**config.mk**
```make
export PLATFORM = sky130hd
export DESIGN_NAME = cfg_cardinfo_resp_flat
export DESIGN_NICKNAME = d
export VERILOG_FILES = /design/src/rtl/cfg_cardinfo_resp_if.sv /design/src/rtl/cfg_cardinfo_resp.sv /design/src/flat_wrapper.sv
export SDC_FILE = /design/constraint.sdc
export NUM_CORES = 1
export LEC_CHECK = 0
export BUFFER_PORTS_ARGS = -buffer_cell sky130_fd_sc_hd__buf_2
export CAP_MARGIN = 25
export CORE_ASPECT_RATIO = 1.2
export CORE_UTILIZATION = 44
export CTS_BUF_LIST = sky130_fd_sc_hd__clkbuf_16
export DETAILED_ROUTE_END_ITERATION = 6
export GPL_TIMING_DRIVEN = 0
export PLACE_DENSITY = 0.75
export REMOVE_ABC_BUFFERS = 1
export SKIP_CTS_REPAIR_TIMING = 1
export SLEW_MARGIN = 10
export SYNTH_ARGS = -nofsm -noshare
export SYNTH_HDL_FRONTEND = slang
export SYNTH_SLANG_ARGS = --single-unit
export TNS_END_PERCENT = 30
```
**constraint.sdc**
```tcl
create_clock -name clock -period 2.2 [get_ports clock]
set_clock_uncertainty 0.1 [all_clocks]
set_input_delay 0.11 -clock clock [delete_from_list [all_inputs] [get_ports clock]]
set_output_delay 0.11 -clock clock [all_outputs]
set_load 0.005 [all_outputs]
```
**src/rtl/cfg_cardinfo_resp_if.sv**
```systemverilog
// Host-side request/response bundle for the card-info register window.
//   req_valid/req_ready : request handshake (host -> block)
//   req_wr              : 1 = write, 0 = read
//   req_addr            : DWORD index into the 16-entry window
//   req_wdata           : write data
//   rsp_valid/rsp_ack   : response handshake (block -> host)
//   rsp_data            : read data, 0 for writes and errors
//   rsp_err             : unmapped index or write to a read-only index
// master = host side, slave = cfg_cardinfo_resp side.
interface cfg_cardinfo_resp_if;
  logic        req_valid;
  logic        req_ready;
  logic        req_wr;
  logic [3:0]  req_addr;
  logic [31:0] req_wdata;
  logic        rsp_valid;
  logic        rsp_ack;
  logic [31:0] rsp_data;
  logic        rsp_err;

  modport master (
    output req_valid, req_wr, req_addr, req_wdata, rsp_ack,
    input  req_ready, rsp_valid, rsp_data, rsp_err
  );

  modport slave (
    input  req_valid, req_wr, req_addr, req_wdata, rsp_ack,
    output req_ready, rsp_valid, rsp_data, rsp_err
  );
endinterface

```
**src/rtl/cfg_cardinfo_resp.sv**
```systemverilog
// Card-info register window responder.
// Serves one request at a time through a three-state FSM
// (IDLE -> LOOKUP -> RESP). Read-only indices expose static card
// information; index 6 is a writable scratch register and index 7 a
// saturating count of successful reads (cleared by writing it).
// Ports:
//   clock, reset          : single rising-edge clock, synchronous active-high reset
//   bus (slave modport)   : request/response handshake, see cfg_cardinfo_resp_if
//   ci_*                  : static card-info sources, sampled in LOOKUP
module cfg_cardinfo_resp #(
  parameter logic [31:0] SCRATCH_INIT = 32'h0000_0000,
  parameter int          CNT_W        = 16
) (
  input  logic                  clock,
  input  logic                  reset,
  cfg_cardinfo_resp_if.slave    bus,
  input  logic [15:0]           ci_subsystem_id,
  input  logic [15:0]           ci_subsystem_vendor_id,
  input  logic [63:0]           ci_serial_number,
  input  logic [63:0]           ci_bar0_size,
  input  logic [7:0]            ci_tl_major,
  input  logic [7:0]            ci_tl_minor
);

  typedef enum logic [1:0] {IDLE, LOOKUP, RESP} state_t;

  state_t            state_q, state_d;
  logic              wr_q, wr_d;
  logic [3:0]        addr_q, addr_d;
  logic [31:0]       wdata_q, wdata_d;
  logic [31:0]       rsp_data_q, rsp_data_d;
  logic              rsp_err_q, rsp_err_d;
  logic [31:0]       scratch_q, scratch_d;
  logic [CNT_W-1:0]  cnt_q, cnt_d;
  logic [31:0]       cnt_ext;

  assign cnt_ext = 32'(cnt_q);

  // Read mux for the eight mapped indices.
  function automatic logic [31:0] read_word(
    input logic [2:0]  idx,
    input logic [15:0] sub_id,
    input logic [15:0] sub_vid,
    input logic [63:0] serial,
    input logic [63:0] bar0,
    input logic [7:0]  tl_maj,
    input logic [7:0]  tl_min,
    input logic [31:0] scratch,
    input logic [31:0] cnt
  );
    logic [31:0] w;
    case (idx)
      3'd0:    w = {sub_id, sub_vid};
      3'd1:    w = serial[31:0];
      3'd2:    w = serial[63:32];
      3'd3:    w = bar0[31:0];
      3'd4:    w = bar0[63:32];
      3'd5:    w = {16'h0000, tl_maj, tl_min};
      3'd6:    w = scratch;
      default: w = cnt;
    endcase
    return w;
  endfunction

  // Outputs are forced inactive while reset is held, even before the
  // registers have settled into their reset values.
  assign bus.req_ready = (state_q == IDLE) && !reset;
  assign bus.rsp_valid = (state_q == RESP) && !reset;
  assign bus.rsp_data  = reset ? 32'h0 : rsp_data_q;
  assign bus.rsp_err   = reset ? 1'b0  : rsp_err_q;

  always_comb begin
    state_d    = state_q;
    wr_d       = wr_q;
    addr_d     = addr_q;
    wdata_d    = wdata_q;
    rsp_data_d = rsp_data_q;
    rsp_err_d  = rsp_err_q;
    scratch_d  = scratch_q;
    cnt_d      = cnt_q;

    case (state_q)
      IDLE: begin
        if (bus.req_valid && bus.req_ready) begin
          wr_d    = bus.req_wr;
          addr_d  = bus.req_addr;
          wdata_d = bus.req_wdata;
          state_d = LOOKUP;
        end
      end

      LOOKUP: begin
        rsp_data_d = 32'h0;
        rsp_err_d  = 1'b0;
        if (addr_q[3]) begin
          // Indices 8..15 are unmapped for both reads and writes.
          rsp_err_d = 1'b1;
        end else if (!wr_q) begin
          // Index 7 returns the count as it stood before this read.
          rsp_data_d = read_word(addr_q[2:0], ci_subsystem_id,
                                 ci_subsystem_vendor_id, ci_serial_number,
                                 ci_bar0_size, ci_tl_major, ci_tl_minor,
                                 scratch_q, cnt_ext);
          if (cnt_q != {CNT_W{1'b1}}) begin
            cnt_d = cnt_q + CNT_W'(1);
          end
        end else begin
          case (addr_q[2:0])
            3'd6:    scratch_d = wdata_q;
            3'd7:    cnt_d     = '0;
            default: rsp_err_d = 1'b1;
          endcase
        end
        state_d = RESP;
      end

      RESP: begin
        if (bus.rsp_ack) begin
          state_d = IDLE;
        end
      end

      default: state_d = IDLE;
    endcase
  end

  always_ff @(posedge clock) begin
    if (reset) begin
      state_q    <= IDLE;
      rsp_data_q <= 32'h0;
      rsp_err_q  <= 1'b0;
      scratch_q  <= SCRATCH_INIT;
      cnt_q      <= '0;
    end else begin
      state_q    <= state_d;
      rsp_data_q <= rsp_data_d;
      rsp_err_q  <= rsp_err_d;
      scratch_q  <= scratch_d;
      cnt_q      <= cnt_d;
    end
  end

  // Captured request fields are only consumed in LOOKUP, so they need no reset.
  always_ff @(posedge clock) begin
    wr_q    <= wr_d;
    addr_q  <= addr_d;
    wdata_q <= wdata_d;
  end

endmodule

```
**src/flat_wrapper.sv**
```systemverilog
// flat-port wrapper written by rule: the top's interface ports become plain ports
module cfg_cardinfo_resp_flat 
#(
  parameter logic [31:0] SCRATCH_INIT = 32'h0000_0000,
  parameter int          CNT_W        = 16
)
  (clock, reset, ci_subsystem_id, ci_subsystem_vendor_id, ci_serial_number, ci_bar0_size, ci_tl_major, ci_tl_minor, bus_req_valid, bus_req_wr, bus_req_addr, bus_req_wdata, bus_rsp_ack, bus_req_ready, bus_rsp_valid, bus_rsp_data, bus_rsp_err);
  cfg_cardinfo_resp_if bus_i ();
  input  logic clock;
  input  logic reset;
  input  logic [15:0] ci_subsystem_id;
  input  logic [15:0] ci_subsystem_vendor_id;
  input  logic [63:0] ci_serial_number;
  input  logic [63:0] ci_bar0_size;
  input  logic [7:0] ci_tl_major;
  input  logic [7:0] ci_tl_minor;
  input wire logic [$bits(bus_i.req_valid)-1:0] bus_req_valid;
  input wire logic [$bits(bus_i.req_wr)-1:0] bus_req_wr;
  input wire logic [$bits(bus_i.req_addr)-1:0] bus_req_addr;
  input wire logic [$bits(bus_i.req_wdata)-1:0] bus_req_wdata;
  input wire logic [$bits(bus_i.rsp_ack)-1:0] bus_rsp_ack;
  output wire logic [$bits(bus_i.req_ready)-1:0] bus_req_ready;
  output wire logic [$bits(bus_i.rsp_valid)-1:0] bus_rsp_valid;
  output wire logic [$bits(bus_i.rsp_data)-1:0] bus_rsp_data;
  output wire logic [$bits(bus_i.rsp_err)-1:0] bus_rsp_err;
  assign bus_i.req_valid = bus_req_valid;
  assign bus_i.req_wr = bus_req_wr;
  assign bus_i.req_addr = bus_req_addr;
  assign bus_i.req_wdata = bus_req_wdata;
  assign bus_i.rsp_ack = bus_rsp_ack;
  assign bus_req_ready = bus_i.req_ready;
  assign bus_rsp_valid = bus_i.rsp_valid;
  assign bus_rsp_data = bus_i.rsp_data;
  assign bus_rsp_err = bus_i.rsp_err;
  cfg_cardinfo_resp #(.SCRATCH_INIT(SCRATCH_INIT), .CNT_W(CNT_W)) u_core (.clock(clock), .reset(reset), .bus(bus_i), .ci_subsystem_id(ci_subsystem_id), .ci_subsystem_vendor_id(ci_subsystem_vendor_id), .ci_serial_number(ci_serial_number), .ci_bar0_size(ci_bar0_size), .ci_tl_major(ci_tl_major), .ci_tl_minor(ci_tl_minor));
endmodule
```
# After elaboration in Yosys (flattened, before gate mapping)
# Index checks and enable logic that the tools add are counted.
dict set report op_classes {
  addsub 1
  eq_ne 13
  muxes 14
  n_bitwise 1
  reduce_logical 12
}
# op count
set op_table {}
lappend op_table {{$pmux W32 S7} 1}
lappend op_table {{$mux W32} 3}
lappend op_table {{$mux W16} 3}
lappend op_table {{$add A16 B1 Y16 const B} 1}
lappend op_table {{$ne A16 B16 Y1 const B} 1}
lappend op_table {{$eq A3 B3 Y1 const B} 4}
lappend op_table {{$reduce_and A4 Y1} 2}
lappend op_table {{$eq A3 B2 Y1 const B} 2}
lappend op_table {{$ne A2 B2 Y1 const B} 3}
lappend op_table {{$pmux W2 S3} 1}
lappend op_table {{$mux W1} 4}
lappend op_table {{$mux W2} 2}
lappend op_table {{$reduce_and A2 Y1} 2}
lappend op_table {{$eq A3 B1 Y1 const B} 1}
lappend op_table {{$logic_and A1 B1 Y1} 3}
lappend op_table {{$logic_not A3 Y1} 1}
lappend op_table {{$eq A2 B1 Y1 const B} 1}
lappend op_table {{$eq A2 B2 Y1 const B} 1}
lappend op_table {{$logic_not A2 Y1} 1}
lappend op_table {{$reduce_bool A2 Y1} 1}
lappend op_table {{$reduce_or A2 Y1} 1}
lappend op_table {{$logic_not A1 Y1} 1}
lappend op_table {{$not A1 Y1} 1}
dict set report word_totals {
  regBits 120
  in_bits 217
  output_inout_bits 35
}

# Longest topological paths before layout
dict set report logic_depth {
  ltp_word 5
  depth_mapped 8
}

# Worst setup path before layout
# OpenSTA, ideal clock, no wires.
dict set report synth_timing {
  path_kind {input -> register}
  startpoint {in reset}
  endpoint {reg u_core.addr_q[0] (enable)}
  arrival_time_ns 1.719
  required_time_ns 1.702
  slack_ns -0.017
  stages 4
  n_path_buf 2
  path_cell_list {clkbuf_1 -> clkbuf_1 -> nor3_1 -> and2_1}
}
dict set report synth_between {
  elab_chain_len 4
}
# item line_no
set synth_rtl {}
lappend synth_rtl {{start: declaration} flat_wrapper.sv:10} ;# input logic reset;
lappend synth_rtl {{$logic_not A1 Y1} cfg_cardinfo_resp.sv:67} ;# assign bus.req_ready = (state_q == IDLE) && !reset;
lappend synth_rtl {{$logic_and A1 B1 Y1} cfg_cardinfo_resp.sv:67}
lappend synth_rtl {{via bus_req_ready} flat_wrapper.sv:22} ;# output wire logic [$bits(bus_i.req_ready)-1:0] bus_req_ready;
lappend synth_rtl {{$logic_and A1 B1 Y1} cfg_cardinfo_resp.sv:84} ;# if (bus.req_valid && bus.req_ready) begin
lappend synth_rtl {{$reduce_and A2 Y1 (no source line)} -}
lappend synth_rtl {{end signal: assignment} cfg_cardinfo_resp.sv:146} ;# addr_q <= addr_d;
lappend synth_rtl {{end: declaration} cfg_cardinfo_resp.sv:29} ;# logic [3:0] addr_q, addr_d;
# The timed path passes the listed nets, and every way through them passes these cells.
# A chain may end at the register's enable or synchronous reset.

# Worst setup path after layout
dict set report layout_timing {
  startpoint {reg u_core.addr_q[1]}
  endpoint {reg u_core.rsp_data_q[7]}
}
dict set report layout_between {
  elab_chain_len 4
  elab_cells_between_ends 10
}
# item line_no
set layout_rtl {}
lappend layout_rtl {{$eq A3 B3 Y1 (tied with other cells)} cfg_cardinfo_resp.sv:52} ;# case (idx)
lappend layout_rtl {{$pmux W32 S7 *} cfg_cardinfo_resp.sv:52}
lappend layout_rtl {{$mux W32 *} cfg_cardinfo_resp.sv:98} ;# end else if (!wr_q) begin
lappend layout_rtl {{$mux W32 *} cfg_cardinfo_resp.sv:95} ;# if (addr_q[3]) begin
lappend layout_rtl {{end signal: assignment} cfg_cardinfo_resp.sv:136} ;# rsp_data_q <= rsp_data_d;
lappend layout_rtl {{end: declaration} cfg_cardinfo_resp.sv:31} ;# logic [31:0] rsp_data_q, rsp_data_d;
# Every way passes the cells marked *; elsewhere a longest branch is shown, timed or not.

==> impl_results.md <==
* Drt pass-1 iters at 5
* Worst reg2reg path depth at 9
* CP Capture Point: u_core.rsp_data_q[7]$_SDFFE_PP0N_
* PwrDens at 657 nW/um^2
* CP max FO at 7
* WS Path Type: reg2reg
* Die Y at ~130 um
* EDFF count, synth at 37
* Setup_tns at -8.62 ps
* Most frequent cells in the layout: buf_2 (251), nand2_1 (120), dfxtp_1 (79), dlygate4sd3_1 (64), o21ai_0 (57)
* RSZ-0062 raised after global routing: yes
* R2r endpoint: u_core.rsp_data_q[7]$_SDFFE_PP0N_
* Final hold slack at -1.89 ps
* Dpl hpwl at ~14000 um
* Total core area at 13400 um^2
* Total global routing overflow at 0
* Relative slew slack at 0.444
* Final Cycle Share at 1.00
* Largest net degree at the start of global routing at 74
* Num CTS Buffers at 17
* Clock buffer depth at 2
* Starting Density at 0.457
* DRC Markers at 0
* Avg Cell Area, Syn at about 9.3 um^2
* CTS tree: built
* Slew @ Worst Pin at about 830 ps
* Synth cell types at 58
* Average via count per standard cell at ~5.6
* Worst-path clk slew at 60 ps
* Via count at approximately 6500
* P_leak at between 3 and 4 nW
* Sequential share of the synthesized area at 0.454
* Setup-failing EPs final at 1
* Layout area overhead at 54.8%
* Commonest non-fill, non-tap cell in the layout: buf_2
* H-tree Lvls at 4
* Total track usage at 0.270
* DP Area at around 7600 um^2
* Final wirelength at 22300 um
* Maxcap violations at 0
* Failing checks: hold timing, setup timing
* CTS root buf: clkbuf_16
* Worst endpoint data arrival time at 2450 ps
* Hold Path Class: in2reg
* Fin area at around 9400 um^2
* Crit path capture type: flip-flop
* Full die area at 14400 um^2
* Gpl congestion at between 0.8 and 0.9
* Top FF cell, synth: dfxtp_1
* Layout Nets at about 1200
* WL/cell at 19.0 um
* Fin crit period at 2210 ps
* Layout cells sized above 1 at 0.419
* WP data required at 2440 ps
* Place WS at -1050 ps
* Starting DRC count in detailed routing at ~440
* Yosys reg bits at 120
* VDD IR max at between 0.5 and 0.6 mV
* Initial antenna violation count at 3
* Final worst slack at -8.62 ps
* Async SR Flop Fraction at 0
* Ports at between 200 and 300
* Pins over their slew limit at 0
* Global-route wire length before repair at between 20000 and 30000 um
* Num rows at 46
* Tot Pwr at about 6.2 mW
* Buffers added on ports at 251
* Startpoint types: flip-flop
* Worst-Skew Late Latency at 410 ps
* Synth top area cells: dfxtp_1 (27%), edfxtp_1 (18%), nand2_1 (7.4%)
* Num Clock Sinks at 120
* Hold Vio Cnt, Final at 1
* Die Width at 110 um
* Fmax at between 400 and 500 MHz
* R2r setup slk at -9 ps
* Syn Inst Count at 655
* Mapped Area at roughly 6000 um^2
* Vias in the first global route at 5351
* Status: finished with violations
* Synth top area share at 0.272
* Critical R2R Launch: u_core.addr_q[1]$_DFFE_PP_
* Cell taking the most area after synthesis: dfxtp_1
* Post-route ant nets at 0
* Synth warn at 0
* Crit path from: u_core.addr_q[1]$_DFFE_PP_
==> through the flow <==
stage | std cells | utilization
after floorplan | 599 | -
after global placement | 1018 | 0.548
after detailed placement | 1034 | 0.571
after CTS | 1066 | 0.620
after global routing | 1174 | 0.708
final | 1174 | 0.708
==> Yosys cell counts (all sizes together) (2+ instances only) <==
cell      n
a211oi    3
mux2     29
and2      4
a221oi   21
nor4      3
o221ai    2
nand3     8
a22o      4
a21oi    56
nand4     6
o31a      2
nor2b    38
a22oi     9
buf      14
a222oi    5
dfxtp    83
nor2     18
clkbuf   42
edfxtp   37
o21a      3
a32o      5
o21ai    59
nor3      3
or4       7
mux4      6
and3      2
o22ai    17
mux2i    21
o211ai    6
or3       4
nand2b    3
o31ai     2
nand2   120
==> sequential cells by signal, summed over array words and instances (netlist names) <==
name,cells
u_core.addr_q,4
u_core.cnt_q,16
u_core.rsp_data_q,32
u_core.rsp_err_q,1
u_core.scratch_q,32
u_core.state_q,2
u_core.wdata_q,32
u_core.wr_q,1
==> final cells by class <==
cell class              count  area (um^2)
inverters                   1         3.75
multi-input cells         483         3290
diodes                      3         7.51
clock inverters            15          228
repair buffers            367         2500
clock buffers              17          425
fillers                  1003         3910
flip-flops and latches    120         2780
well taps                 168          210
==> where the power goes <==
group | switching (mW) | internal, mW | total [mW]
clock | 1.05 | 2.02 | 3.07
combinational | 0.361 | 0.424 | 0.785
sequential | 0.0253 | 2.33 | 2.36
==> per-layer routing <==
metal,wire length [um],up-vias,track usage
li1,-,3119,-
met1,8910,3035,0.351
met2,11200,352,0.438
met3,1600,43,0.0595
met4,575,0,0.101
met5,0,-,0
==> worst min-delay path by stage <==
stage / from / endpoint / slack, ps / depth (start not counted)
3_5_place_dp: bus_req_wdata[24] / u_core.wdata_q[24]$_DFFE_PP_ / 190 / 1
4_1_cts: bus_req_wdata[21] / u_core.wdata_q[21]$_DFFE_PP_ / -240 / 1
2_1_floorplan: reset / u_core.scratch_q[0]$_SDFFE_PP0P_ / 80 / 1
3_3_place_gp: bus_req_addr[1] / u_core.addr_q[1]$_DFFE_PP_ / 190 / 1
6_report: ci_bar0_size[62] / u_core.rsp_data_q[30]$_SDFFE_PP0N_ / -2 / 5
5_1_grt: ci_bar0_size[62] / u_core.rsp_data_q[30]$_SDFFE_PP0N_ / 30 / 5
==> cell families (layout without fill, tap and decap cells) <==
family,after synthesis,in the layout,synth area share
xor gates and xnor gates,1,1,0.00267
other,0,3,0
and+or+nand+nor,219,221,0.173
buffers and inverters,57,400,0.0418
DFF,120,120,0.454
muxes,56,56,0.110
adders and majority gates,1,1,0.00205
AOI/OAI and AO/OA,201,204,0.216
==> critical path, cell delays in order (launching register included) <==
cell and delay [ps]:
edfxtp_1 510, clkbuf_16 220, buf_16 130, buf_4 130
nor2b_4 180, buf_4 200, a221oi_1 80, a21oi_1 330
a221oi_2 90, o21ai_0 150
No activity file was read; power rests on OpenSTA's default activity.
